$ cat src/rtl/uart_if.sv
// UART port bundle: parallel transmit request/data, received word and the two serial lines.
// The master side (a host or testbench) drives the request, the word to send and the receive
// line; the slave side (the UART) drives the received word and the transmit line.
interface uart_if #(
    parameter int N = 8
);
    logic [N-1:0] tx_data;
    logic         transmit;
    logic         serial_rx;
    logic [N-1:0] rx_data;
    logic         serial_tx;

    modport master (
        output tx_data,
        output transmit,
        output serial_rx,
        input  rx_data,
        input  serial_tx
    );

    modport slave (
        input  tx_data,
        input  transmit,
        input  serial_rx,
        output rx_data,
        output serial_tx
    );
endinterface

$ cat src/rtl/uart.sv
// Full-duplex UART: 8N1-style framing (1 start, N data LSB first, 1 stop, no parity).
// The transmitter and receiver are independent FSMs sharing only clk and rst.
module uart #(
    parameter int N            = 8,
    parameter int CLKS_PER_BIT = 16
) (
    input  logic clk,
    input  logic rst,
    uart_if.slave bus
);
    typedef enum logic [1:0] {IDLE, START, DATA, STOP} state_t;

    localparam int CW = $clog2(CLKS_PER_BIT);
    localparam int BW = (N > 1) ? $clog2(N) : 1;

    localparam logic [CW-1:0] BIT_LAST  = CW'(CLKS_PER_BIT - 1);
    localparam logic [CW-1:0] HALF_LAST = CW'(CLKS_PER_BIT / 2 - 1);
    localparam logic [BW-1:0] WORD_LAST = BW'(N - 1);

    // ---------------- transmitter ----------------
    state_t         tx_state, tx_state_nx;
    logic [CW-1:0]  tx_cnt, tx_cnt_nx;
    logic [BW-1:0]  tx_bit, tx_bit_nx;
    logic [N-1:0]   tx_shift, tx_shift_nx;
    logic           tx_line, tx_line_nx;

    // TX state, counters, shift register and the registered serial line.
    always_ff @(posedge clk or negedge rst) begin
        if (!rst) begin
            tx_state <= IDLE;
            tx_cnt   <= '0;
            tx_bit   <= '0;
            tx_shift <= '0;
            tx_line  <= 1'b1;
        end else begin
            // NOTE: state uses non-blocking assignments so every register samples pre-edge values.
            tx_state <= tx_state_nx;
            tx_cnt   <= tx_cnt_nx;
            tx_bit   <= tx_bit_nx;
            tx_shift <= tx_shift_nx;
            tx_line  <= tx_line_nx;
        end
    end

    // TX next-state logic; the line value is derived from the next state so serial_tx is a flop output.
    always_comb begin
        // NOTE: every output gets a default first so no path leaves a signal unassigned (no latches).
        tx_state_nx = tx_state;
        tx_cnt_nx   = tx_cnt;
        tx_bit_nx   = tx_bit;
        tx_shift_nx = tx_shift;
        unique case (tx_state)
            IDLE: begin
                if (bus.transmit) begin
                    tx_shift_nx = bus.tx_data;
                    tx_cnt_nx   = '0;
                    tx_bit_nx   = '0;
                    tx_state_nx = START;
                end
            end
            START: begin
                if (tx_cnt == BIT_LAST) begin
                    tx_cnt_nx   = '0;
                    tx_state_nx = DATA;
                end else begin
                    tx_cnt_nx = tx_cnt + CW'(1);
                end
            end
            DATA: begin
                if (tx_cnt == BIT_LAST) begin
                    tx_cnt_nx   = '0;
                    tx_shift_nx = tx_shift >> 1;
                    if (tx_bit == WORD_LAST) begin
                        tx_bit_nx   = '0;
                        tx_state_nx = STOP;
                    end else begin
                        tx_bit_nx = tx_bit + BW'(1);
                    end
                end else begin
                    tx_cnt_nx = tx_cnt + CW'(1);
                end
            end
            STOP: begin
                if (tx_cnt == BIT_LAST) begin
                    tx_cnt_nx   = '0;
                    tx_state_nx = IDLE;
                end else begin
                    tx_cnt_nx = tx_cnt + CW'(1);
                end
            end
            default: tx_state_nx = IDLE;
        endcase

        unique case (tx_state_nx)
            START:   tx_line_nx = 1'b0;
            DATA:    tx_line_nx = tx_shift_nx[0];
            default: tx_line_nx = 1'b1;
        endcase
    end

    assign bus.serial_tx = tx_line;

    // ---------------- receiver ----------------
    logic           rx_meta, rx_sync;
    state_t         rx_state, rx_state_nx;
    logic [CW-1:0]  rx_cnt, rx_cnt_nx;
    logic [BW-1:0]  rx_bit, rx_bit_nx;
    logic [N-1:0]   rx_shift, rx_shift_nx;
    logic [N-1:0]   rx_word, rx_word_nx;

    // Two-flop synchronizer; resets to the idle-high level so reset release never looks like a start bit.
    always_ff @(posedge clk or negedge rst) begin
        if (!rst) begin
            rx_meta <= 1'b1;
            rx_sync <= 1'b1;
        end else begin
            rx_meta <= bus.serial_rx;
            rx_sync <= rx_meta;
        end
    end

    // RX state, counters, shift register and the held received word.
    always_ff @(posedge clk or negedge rst) begin
        if (!rst) begin
            rx_state <= IDLE;
            rx_cnt   <= '0;
            rx_bit   <= '0;
            rx_shift <= '0;
            rx_word  <= '0;
        end else begin
            rx_state <= rx_state_nx;
            rx_cnt   <= rx_cnt_nx;
            rx_bit   <= rx_bit_nx;
            rx_shift <= rx_shift_nx;
            rx_word  <= rx_word_nx;
        end
    end

    // RX next-state logic: confirm the start bit at its midpoint, then sample once per bit period.
    always_comb begin
        rx_state_nx = rx_state;
        rx_cnt_nx   = rx_cnt;
        rx_bit_nx   = rx_bit;
        rx_shift_nx = rx_shift;
        rx_word_nx  = rx_word;
        unique case (rx_state)
            IDLE: begin
                if (!rx_sync) begin
                    rx_cnt_nx   = '0;
                    rx_state_nx = START;
                end
            end
            START: begin
                if (rx_cnt == HALF_LAST) begin
                    rx_cnt_nx   = '0;
                    rx_bit_nx   = '0;
                    rx_state_nx = rx_sync ? IDLE : DATA;
                end else begin
                    rx_cnt_nx = rx_cnt + CW'(1);
                end
            end
            DATA: begin
                if (rx_cnt == BIT_LAST) begin
                    rx_cnt_nx   = '0;
                    rx_shift_nx = {rx_sync, rx_shift[N-1:1]};
                    if (rx_bit == WORD_LAST) begin
                        rx_bit_nx   = '0;
                        rx_state_nx = STOP;
                    end else begin
                        rx_bit_nx = rx_bit + BW'(1);
                    end
                end else begin
                    rx_cnt_nx = rx_cnt + CW'(1);
                end
            end
            STOP: begin
                if (rx_cnt == BIT_LAST) begin
                    rx_cnt_nx   = '0;
                    rx_state_nx = IDLE;
                    if (rx_sync) begin
                        rx_word_nx = rx_shift;
                    end
                end else begin
                    rx_cnt_nx = rx_cnt + CW'(1);
                end
            end
            default: rx_state_nx = IDLE;
        endcase
    end

    assign bus.rx_data = rx_word;

endmodule

$ cat src/flat_wrapper.sv
// flat-port wrapper written by rule: the top's interface ports become plain ports
module uart_flat 
#(
    parameter int N            = 8,
    parameter int CLKS_PER_BIT = 16
)
  (clk, rst, bus_tx_data, bus_transmit, bus_serial_rx, bus_rx_data, bus_serial_tx);
  uart_if #(.N(N)) bus_i ();
  input  logic clk;
  input  logic rst;
  input wire logic [$bits(bus_i.tx_data)-1:0] bus_tx_data;
  input wire logic [$bits(bus_i.transmit)-1:0] bus_transmit;
  input wire logic [$bits(bus_i.serial_rx)-1:0] bus_serial_rx;
  output wire logic [$bits(bus_i.rx_data)-1:0] bus_rx_data;
  output wire logic [$bits(bus_i.serial_tx)-1:0] bus_serial_tx;
  assign bus_i.tx_data = bus_tx_data;
  assign bus_i.transmit = bus_transmit;
  assign bus_i.serial_rx = bus_serial_rx;
  assign bus_rx_data = bus_i.rx_data;
  assign bus_serial_tx = bus_i.serial_tx;
  uart #(.N(N), .CLKS_PER_BIT(CLKS_PER_BIT)) u_core (.clk(clk), .rst(rst), .bus(bus_i));
endmodule
$ cat config.mk
export PLATFORM = sky130hd
export DESIGN_NAME = uart_flat
export DESIGN_NICKNAME = d
export VERILOG_FILES = /design/src/rtl/uart_if.sv /design/src/rtl/uart.sv /design/src/flat_wrapper.sv
export SDC_FILE = /design/constraint.sdc
export NUM_CORES = 1
export LEC_CHECK = 0
export BUFFER_PORTS_ARGS = -buffer_cell sky130_fd_sc_hd__buf_2
export CAP_MARGIN = 20
export CORE_ASPECT_RATIO = 0.9
export CORE_MARGIN = 8
export CORE_UTILIZATION = 60
export CTS_CLUSTER_SIZE = 24
export DETAILED_ROUTE_END_ITERATION = 10
export GPL_TIMING_DRIVEN = 0
export PLACE_DENSITY_LB_ADDON = 0.12
export SKIP_LAST_GASP = 1
export SLEW_MARGIN = 20
export SYNTH_ARGS = -nofsm -noshare
export SYNTH_HDL_FRONTEND = slang
export SYNTH_SLANG_ARGS = --single-unit
export TNS_END_PERCENT = 30
$ cat constraint.sdc
create_clock -name clk -period 4.1 [get_ports clk]
set_input_delay 0.205 -clock clk [delete_from_list [all_inputs] [get_ports clk]]
set_output_delay 0.205 -clock clk [all_outputs]
set_load 0.02 [all_outputs]
==> impl_results.rst <==
.. list-table::
   :header-rows: 1

   * - Metric
     - Value
   * - Run status
     - completed
   * - Area occupied by multi-input gates
     - 987.2 um2
   * - Most common cell after layout, fill and taps aside
     - dfrtp_1
   * - Final-report hold violation count
     - 0
   * - Number of remaining DRC errors
     - 0
   * - Routability cong.
     - 0.7887
   * - Dominant synthesized flop cell
     - dfrtp_1
   * - Sequential cell area fraction in the yosys report
     - 52.08%
   * - Inserted Diodes
     - 0
   * - Total number of placement rows
     - 20
   * - End-of-flow core utilization
     - 72.12%
   * - Most used cells in the layout excluding fill and tap cells
     - dfrtp_1, buf_2, nand2_1, o21ai_0, mux2_2
   * - Clk Tree Root Cell
     - clkbuf_8
   * - Number of global-route vias before repair
     - 1,607
   * - Reported leakage power
     - 1.244 nW
   * - Global route total overflow
     - 0
   * - Count of vias placed by the detailed router
     - 1,603
   * - Startpoint Class
     - flop
   * - Signed area change from the synthesized netlist to the final layout
     - 13.96%
   * - Area post-placement
     - 0.002325 mm2
   * - Least-Margin Pin Slew
     - 0.9548 ns
   * - Fin Clk Skew
     - 0.005629 ns
   * - TritonCTS Buffers
     - 5
   * - # IOs
     - 21
   * - Detailed-routing iteration count for the pre-antenna-repair pass
     - 4
   * - Setup repair after global routing missed its margin
     - no
   * - Half-perimeter wire length of the detailed placement result
     - 3042 um
   * - Final hold slack
     - 0.05259 ns
   * - Maximum count of clock buffers along a single path
     - 2
   * - WS Path Type
     - reg -> reg
   * - Post-Synthesis Net Count
     - 218
   * - Starting density of the core
     - 63.28%
   * - Period minus WS final
     - 1.981 ns
   * - Slew headroom
     - 36.35%
   * - Kind of capture point of the worst setup path
     - flop
   * - Count of unique library cells instantiated by Yosys
     - 34
   * - TritonCTS clock tree
     - done
   * - Overall power
     - 1.498 mW
   * - Final Setup Violations
     - 0
   * - Overall die area
     - 0.005799 mm2
   * - Worst-path cell chain
     - inv_1 -> ha_1 -> clkbuf_1 -> nor2_1 -> o21ai_2 -> or4_4 -> mux2i_1
   * - Initial antenna violation count
     - 0
   * - Worst path required time
     - 4.28 ns
   * - Number of standard cells in the final layout excluding fillers
     - 268
   * - Clock network latency to the later pin of the worst-skew pair
     - 0.30 ns
   * - Post-Synthesis Cells
     - 195
   * - Combined global-route utilization of all metal layers
     - 15.08%
   * - Mean instance size in the synthesized netlist
     - 11.13 um2
   * - Number of H-tree levels
     - 2
   * - Crit path max fanout
     - 8
   * - 1st-iter DRT viols
     - 175
   * - Maximum cell stage delay along the critical path
     - 0.49 ns
   * - Max IR drop VDD
     - 0.0003533 V
   * - Number of synthesized flops with an enable pin
     - 0
   * - Fraction of final layout cells sized beyond drive strength 1
     - 24.55%
   * - Slowest stage cell on the critical path
     - or4_4
   * - Core region area
     - 0.003428 mm2
   * - Max Clock Freq
     - 0.5049 GHz
   * - Number of max-slew violations in the final report
     - 0
   * - Setup repair bufs after CTS
     - 0
   * - Combined area of all synthesized cells
     - 0.002170 mm2
   * - Pin count of the biggest net entering global routing
     - 46
   * - Wire length of the first global-routing pass
     - 7031 um
   * - X dimension of the die
     - 79.39 um
   * - PwrDens
     - 605.7 mW/mm2
   * - Design Area, Final
     - 0.002472 mm2
   * - Routed wire length per instance
     - 15.39 um
   * - Final wirelength
     - 4124 um
   * - TritonCTS sink count
     - 45
   * - Clock-pin slew reported for the worst setup and hold paths after clock tree synthesis
     - 0.09 ns
   * - Number of warnings printed during yosys synthesis
     - 0
   * - Class of the tightest hold or removal check
     - in -> async
   * - Highest metal layer with signal wires
     - met4
   * - Slack of the critical path
     - 2.119 ns
   * - Via density
     - 5.981
   * - Number of maximum-capacitance constraint violations
     - 0
   * - Floorplan die height
     - 73.05 um
   * - Critical path data arrival time
     - 2.16 ns
   * - Met1 routed wirelength after detailed routing
     - 1772 um
   * - Ratio of final minimum period to clock period
     - 48.31%
   * - Remaining antenna violation count after routing
     - 0
   * - Count of nets after finishing
     - 246
   * - Share of synthesized registers carrying an async set or reset
     - 100.0%
   * - Pre-CTS setup slack
     - 2.135 ns
   * - Sequential cell area
     - 0.001130 mm2
   * - Sum of met3 wire segment lengths after detailed routing
     - 248 um
   * - TNS Setup
     - 0 ns
   * - Fill cell count
     - 224
   * - Number of input and output port buffers inserted
     - 20
   * - Placed Cells incl. Taps
     - 259
   * - Number of synthesized register bits
     - 45
   * - Met2 wire len
     - 2052 um
-- per-layer routing --
layer / up-vias / GRT usage [%]
met5: - / 0
met4: 0 / 8.008
met3: 7 / 3.325
met2: 58 / 24.70
met1: 770 / 18.07
li1: 768 / -
-- logic make-up after synthesis --
family	Yosys count	share of synthesized area [%]
AND/OR/NAND/NOR	62	14.48
XOR/XNOR	2	0.8075
buffers and inverters	12	2.422
AO/OA/AOI/OAI	46	15.11
multiplexers	17	8.766
adder cells (fa/ha/maj)	11	6.344
flip-flops	45	52.08
-- synthesized netlist by cell type (4+ instances only) --
library cell / instances / area, um2
clkbuf_1: 4 / 15.01
o21ai_0: 16 / 80.08
and3_1: 9 / 56.30
a22o_1: 9 / 78.83
a21oi_1: 5 / 25.02
mux2_2: 16 / 180.2
ha_1: 11 / 137.6
nor2_1: 9 / 33.78
a221o_1: 6 / 60.06
nand2_1: 23 / 86.33
nand3_1: 5 / 25.02
nor3_1: 4 / 20.02
inv_1: 4 / 15.01
dfrtp_1: 42 / 1051
-- final timing paths --
| path | slack (ns) | start | end | cells after the start |
|---|---|---|---|---|
| setup / recovery | 2.12 | u_core.rx_state[0]$_DFFE_PN0P_ | flop | 7 |
| hold / removal | 0.05 | rst | u_core.bus.rx_data[0]$_DFFE_PN0P_ | 1 |
| setup reg to reg | 2.12 | u_core.rx_state[0]$_DFFE_PN0P_ | flop | 7 |
| hold reg to reg | 0.36 | u_core.rx_meta$_DFF_PN1_ | u_core.rx_sync$_DFF_PN1_ | 0 |
| max in group asynchronous | 3.46 | rst | u_core.tx_state[1]$_DFF_PN0_ | 1 |
| min in group clk | 0.17 | bus_tx_data[7] | u_core.tx_shift[7]$_DFFE_PN0P_ | 3 |
-- flip-flops by register name, summed over array words and instances (netlist names), named ones only --
register / flops
u_core.rx_sync: 1
u_core.rx_cnt: 4
u_core.bus.serial_tx: 1
u_core.tx_bit: 3
u_core.rx_bit: 3
u_core.rx_state: 1
u_core.rx_meta: 1
u_core.tx_shift: 8
u_core.rx_shift: 8
u_core.tx_cnt: 4
u_core.bus.rx_data: 8
u_core.tx_state: 2
-- area by class of cell --
cell class	count	area share, %
well taps	44	2.227
repair buffers	21	4.453
flip-flops and latches	45	45.70
inverters	4	0.6073
clock buffers	5	2.783
plain buffers	8	1.518
multi-input cells	138	39.93
clock inverters	3	2.783
-- worst max-delay path, delay by kind of cell, from the launching register on --
kind / cells / cell delay, ns
simple gates: 2 / 0.73
flops: 1 / 0.38
buf+inv: 2 / 0.30
fa+ha+maj: 1 / 0.21
mux: 1 / 0.14
compound gates: 1 / 0.11
-- power breakdown --
group | internal (mW) | leakage (nW) | switching [mW]
Combinational | 0.212 | 0.594 | 0.263
Sequential | 0.548 | 0.581 | 0.0781
Clock | 0.245 | 0.0687 | 0.153
Total | 1.00 | 1.24 | 0.493
-- repair_timing --
| action | CTS | global route |
|---|---|---|
| gates resized for setup | 0 | 0 |
| hold buffers | 1 | 0 |
| hold endpoints to repair | 1 | 0 |
Power figures use the tool's default switching activity.
